<file path="config.mk">
export PLATFORM = sky130hd
export DESIGN_NAME = fgp_fb_reader
export DESIGN_NICKNAME = d
export VERILOG_FILES = /design/src/rtl/fgp_fb_reader_pkg.sv /design/src/rtl/fgp_fb_reader_delay.sv /design/src/rtl/fgp_fb_reader.sv
export SDC_FILE = /design/constraint.sdc
export NUM_CORES = 1
export LEC_CHECK = 0
export CORE_MARGIN = 2
export CORE_UTILIZATION = 51
export CTS_CLUSTER_SIZE = 10
export DETAILED_ROUTE_END_ITERATION = 7
export GPL_TIMING_DRIVEN = 0
export HOLD_SLACK_MARGIN = 0.05
export PLACE_DENSITY = 0.78
export SLEW_MARGIN = 0
export SYNTH_ARGS = -nofsm -noshare
export SYNTH_HDL_FRONTEND = slang
export SYNTH_SLANG_ARGS = --single-unit
</file>
<file path="constraint.sdc">
create_clock -name clk -period 1.64 [get_ports clk]
set_input_delay 0.328 -clock clk [delete_from_list [all_inputs] [get_ports clk]]
set_output_delay 0.328 -clock clk [all_outputs]
set_load 0.005 [all_outputs]
</file>
<file path="src/rtl/fgp_fb_reader_pkg.sv">
// Shared constants and types for the FGP framebuffer payload reader.
package fgp_fb_reader_pkg;

    localparam int FGP_DATA_LEN        = 768;
    localparam int FGP_DATA_LEN_COLORS = 512;
    localparam int COLOR_LEN           = 12;
    localparam int BYTE_LEN            = 8;

    localparam int OFFSET_W    = 8;
    localparam int BYTE_IDX_W  = $clog2(FGP_DATA_LEN);
    localparam int COLOR_IDX_W = $clog2(FGP_DATA_LEN_COLORS);
    localparam int PAIR_W      = COLOR_IDX_W - 1;
    localparam int ADDR_W      = OFFSET_W + COLOR_IDX_W;

    typedef enum logic {
        ST_IDLE   = 1'b0,
        ST_STREAM = 1'b1
    } state_t;

    // Position of a byte inside its 3-byte / 2-color group.
    typedef enum logic [1:0] {
        PH_HI  = 2'd0,
        PH_MID = 2'd1,
        PH_LO  = 2'd2
    } phase_t;

    // Travels down the latency pipeline alongside each accepted request.
    typedef struct packed {
        logic   valid;
        phase_t phase;
        logic   last;
    } strobe_t;

    function automatic phase_t next_phase(input phase_t ph);
        case (ph)
            PH_HI:   return PH_MID;
            PH_MID:  return PH_LO;
            default: return PH_HI;
        endcase
    endfunction

endpackage

</file>
<file path="src/rtl/fgp_fb_reader_delay.sv">
// Fixed-depth shift-register delay line with synchronous clear.
module fgp_fb_reader_delay #(
    parameter int WIDTH = 1,
    parameter int DEPTH = 1
) (
    input  logic             clk,
    input  logic             rst,
    input  logic [WIDTH-1:0] din,
    output logic [WIDTH-1:0] dout
);

    logic [WIDTH-1:0] stages [DEPTH];

    // Shift one stage per cycle; rst clears every stage at once.
    always_ff @(posedge clk) begin
        if (rst) begin
            for (int i = 0; i < DEPTH; i++) begin
                stages[i] <= '0;
            end
        end else begin
            stages[0] <= din;
            for (int i = 1; i < DEPTH; i++) begin
                stages[i] <= stages[i-1];
            end
        end
    end

    assign dout = stages[DEPTH-1];

endmodule

</file>
<file path="src/rtl/fgp_fb_reader.sv">
// Streams one framebuffer block (512 12-bit colors) as 768 packed bytes.
//
// state     | meaning
// ----------+--------------------------------------------------------
// ST_IDLE   | no payload active; readclk ignored
// ST_STREAM | payload active; each readclk fetches/emits the next byte
//
// Output timing relies on LATENCY == RAM_READ_LATENCY + 1: ram_addr is
// registered one cycle after the request, so ram_data for a freshly issued
// color lines up exactly with the strobe leaving the delay line.
module fgp_fb_reader
    import fgp_fb_reader_pkg::*;
#(
    parameter int RAM_READ_LATENCY = 2,
    parameter int LATENCY          = RAM_READ_LATENCY + 1
) (
    input  logic                 clk,
    input  logic                 rst,
    input  logic                 start,
    input  logic [OFFSET_W-1:0]  offset,
    input  logic                 readclk,
    output logic [ADDR_W-1:0]    ram_addr,
    input  logic [COLOR_LEN-1:0] ram_data,
    output logic                 outclk,
    output logic [BYTE_LEN-1:0]  out,
    output logic                 done
);

    state_t                state, state_nxt;
    logic [BYTE_IDX_W-1:0] byte_idx;
    logic [PAIR_W-1:0]     pair;
    phase_t                phase;
    logic [OFFSET_W-1:0]   offset_buf;
    logic [3:0]            c0_lo;
    logic [7:0]            c1_lo;
    logic                  accept;
    logic                  last_byte;
    strobe_t               strobe_in, strobe_out;

    assign accept    = (state == ST_STREAM) && readclk && !start;
    assign last_byte = (byte_idx == BYTE_IDX_W'(FGP_DATA_LEN - 1));

    // State register.
    always_ff @(posedge clk) begin
        if (rst) state <= ST_IDLE;
        else     state <= state_nxt;
    end

    // Next state: start always (re)enters streaming; last byte ends it.
    always_comb begin
        state_nxt = state;
        if (start)                  state_nxt = ST_STREAM;
        else if (accept && last_byte) state_nxt = ST_IDLE;
    end

    // Byte position counters and the offset latched on start.
    always_ff @(posedge clk) begin
        if (rst) begin
            byte_idx   <= '0;
            pair       <= '0;
            phase      <= PH_HI;
            offset_buf <= '0;
        end else if (start) begin
            byte_idx   <= '0;
            pair       <= '0;
            phase      <= PH_HI;
            offset_buf <= offset;
        end else if (accept) begin
            byte_idx <= last_byte ? '0 : byte_idx + 1'b1;
            phase    <= next_phase(phase);
            if (phase == PH_LO) pair <= pair + 1'b1;
        end
    end

    // Issue a color read for the first two bytes of each group; the third
    // byte is built entirely from the held second color.
    always_ff @(posedge clk) begin
        if (rst) begin
            ram_addr <= '0;
        end else if (accept && phase != PH_LO) begin
            ram_addr <= {offset_buf, pair, phase == PH_MID};
        end
    end

    always_comb begin
        strobe_in = '0;
        if (accept) begin
            strobe_in.valid = 1'b1;
            strobe_in.phase = phase;
            strobe_in.last  = last_byte;
        end
    end

    fgp_fb_reader_delay #(
        .WIDTH($bits(strobe_t)),
        .DEPTH(LATENCY)
    ) u_delay (
        .clk  (clk),
        .rst  (rst || start),
        .din  (strobe_in),
        .dout (strobe_out)
    );

    assign outclk = strobe_out.valid;
    assign done   = strobe_out.valid && strobe_out.last;

    // Keep only the color bits still needed by the following bytes.
    always_ff @(posedge clk) begin
        if (rst) begin
            c0_lo <= '0;
            c1_lo <= '0;
        end else if (outclk) begin
            if (strobe_out.phase == PH_HI)  c0_lo <= ram_data[3:0];
            if (strobe_out.phase == PH_MID) c1_lo <= ram_data[7:0];
        end
    end

    // Byte packing; out is forced to zero outside the strobe.
    always_comb begin
        out = '0;
        if (outclk) begin
            case (strobe_out.phase)
                PH_HI:   out = ram_data[11:4];
                PH_MID:  out = {c0_lo, ram_data[11:8]};
                default: out = c1_lo;
            endcase
        end
    end

endmodule

</file>
==> metrics <==
critical path arrival 1340 ps; Synth Register Bits 70; CP Launch Type register; Detailed Routing Iterations Pass 1 4; r2r worst-path depth 5; final count of negative-setup-slack endpoints 5; Filler Cell Count between 300 and 400; prevailing post-synth register cell dfxtp_1; met1 Use GR ~25%; global-route wire length before repair 9.701 mm; Max Clock Freq 0.5986 GHz; most common cell after layout, fill and taps aside dfxtp_1; die extent in x between 70 and 80 um; worst vdd ir 0.0006781 V; DRT Wirelength 5.861 mm; outcome finished, violations left; failing checks setup timing; worst slew pin tran around 500 ps; GRT overflow 0; hold slack between 400 and 500 ps; Hold WC Path Type reg2reg; synth top area cells dfxtp_1, mux2i_1, nand2_1, nor2_1, and2_1; Seq. cell area about 0.0014 mm^2; vias around 2,300; asr flop ratio synth 0%; DRT antenna net count 0; Pwr Density 951.8 mW/mm^2; H-Tree Depth 3; area of the die 0.006089 mm^2; hold path depth 1; setup ws final -30.66 ps; Syn Nets 340; NumNets Final 403; CTS tree done; post-synthesis sequential area ratio 50.13%; relative slew slack roughly two thirds; Final Slew Violations 0; Skew-Pair Late Insertion Delay 350 ps; Synth area leader dfxtp_1; unrepaired setup endpoints after global routing yes; synth unique cells 32; Syn Area/Cell between 8 and 9 um^2; largest net degree at the start of global routing 17; fraction of layout cells with a size suffix above 1 12.83%; pre-CTS setup slack -619.0 ps; drt drc 0; Num CTS Buffers 9; final period utilization 101.9%; CTS root buffer clkbuf_8; most frequent cells in the layout dfxtp_1, nand2_1, nor2_1; Worst-path clk slew roughly 80 ps; initial cell density of the core 53.70%; min cycle time layout around 1700 ps; final hold viol count 0; maximum fanout along the worst path 5; area of the multi-input gates between 0.001 and 0.0015 mm^2; final setup skew 8.275 ps; Overall Global Routing Usage 20.35%; clk sink count 70; chip height 78.03 um; number of enable flip-flop cells after synthesis 0; Buffers on Ports 50; Wirelength per Cell 12.97 um; met3 Use GR 5.517%; I/O pin total 51; kind of critical path reg2out; # rows 26; Critical Path End Type output port; ANT cells 0; Via density 5.153; fin area 0.003657 mm^2; routability cong. 0.7971; Initial DRC Count 63; Placement Cell Area approximately 0.0034 mm^2; area of the core 0.005205 mm^2; area grow syn2layout 30.84%; CP required between 1000 and 1500 ps; Max Cap Viol 0; Clock Path Buffers 2; LEAKAGE 1.426 nW; vias in the first global route 2,155; GR peak layer met2; dpl hpwl ~4 mm; cells after synthesis roughly 310; final core utilization about 70%; hold_buf cts 0; top-area cell type share of the netlist area 50.13%; M2 GR Usage 33.19%; post-synth design cell area about 0.0028 mm^2; Syn. warnings 0; antenna violations before repair 0
[cells in the mapped netlist, drive strengths merged (4+ instances only)]
cell type  instances
nor4               4
mux2i             28
buf                7
nand2             51
clkbuf            11
nor2              42
and2              21
o21ai             11
a21oi             23
nand3              6
nand4              5
nor3               5
xor2               7
xnor2              7
dfxtp             70
[layout make-up]
class	instances	share of cell area, %
buffer	16	2.942
multi-input combinational	225	36.23
sequential	70	38.49
clock buffer	9	3.387
clock inverter	7	2.874
tap	70	2.395
inverter	1	0.1026
timing repair buffer	54	13.58
[kinds of logic (layout without fill, tap and decap cells)]
kind of cell | count (synthesis) | after routing | synth area share, %
adders and majority gates | 2 | 2 | 0.8951
DFF | 70 | 70 | 50.13
AOI/OAI and AO/OA | 35 | 35 | 6.446
muxes | 28 | 28 | 10.03
buffers and inverters | 19 | 87 | 3.044
and+or+nand+nor | 146 | 146 | 25.07
xor gates and xnor gates | 14 | 14 | 4.387
[path summary, 6_finish.rpt]
| kind | from | to | slack [ps] |
|---|---|---|---|
| worst max register to register | state$_SDFFE_PP0P_ | byte_idx[8]$_SDFFE_PP0P_ | 80 |
| worst min register to register | u_delay.stages[0][6]$_SDFF_PP0_ | u_delay.stages[0][10]$_SDFF_PP0_ | 430 |
| worst max-delay path | u_delay.stages[0][9]$_SDFF_PP0_ | out[4] | -30 |
| worst min-delay path | u_delay.stages[0][6]$_SDFF_PP0_ | u_delay.stages[0][10]$_SDFF_PP0_ | 430 |
[metal layers]
metal	wire length [um]	part of all wire (%)	vias up
met5	0	0	-
met4	97	1.7	0
met3	319	5.4	10
met2	2714	46	65
met1	2730	47	1081
li1	-	-	1173
[registers in the layout, summed over array words and instances, names as in the netlist]
signal	flops
c0_lo	4
state	1
pair	8
ram_addr	17
phase	2
byte_idx	10
offset_buf	8
u_delay.stages	12
c1_lo	8
[power breakdown]
group | internal [mW] | leakage [nW] | total [mW] | switching, mW
Sequential | 1.71 | 0.568 | 1.72 | 0.0106
Combinational | 0.0872 | 0.746 | 0.171 | 0.0841
Clock | 0.879 | 0.112 | 1.59 | 0.706
Total | 2.68 | 1.43 | 3.48 | 0.801
[worst max-delay path, cell delays in order, from the launching register on]
cell	delay, ps
dfxtp_2	350
buf_6	130
mux2i_1	200
o21ai_1	80
and2_1	130
buf_2	120
[stage by stage]
| stage | std cells | total power, mW | setup TNS (ps) |
|---|---|---|---|
| floorplan | 314 | 1.840 | 0 |
| global placement | 434 | 1.932 | -24360 |
| detailed placement | 434 | 1.934 | -25350 |
| CTS | 452 | 3.522 | -688.5 |
| global route | 452 | 3.604 | -672.4 |
| finish | 452 | 3.481 | -94.63 |
[what timing repair did]
action / in CTS / in global routing
hold endpoints to repair: 0 / 0
pin swaps: 8 / 11
gates cloned: 1 / 0
setup endpoints to repair: 33 / 28
gates resized for setup: 59 / 12
setup buffers: 3 / 1
No activity file was read; power rests on OpenSTA's default activity.
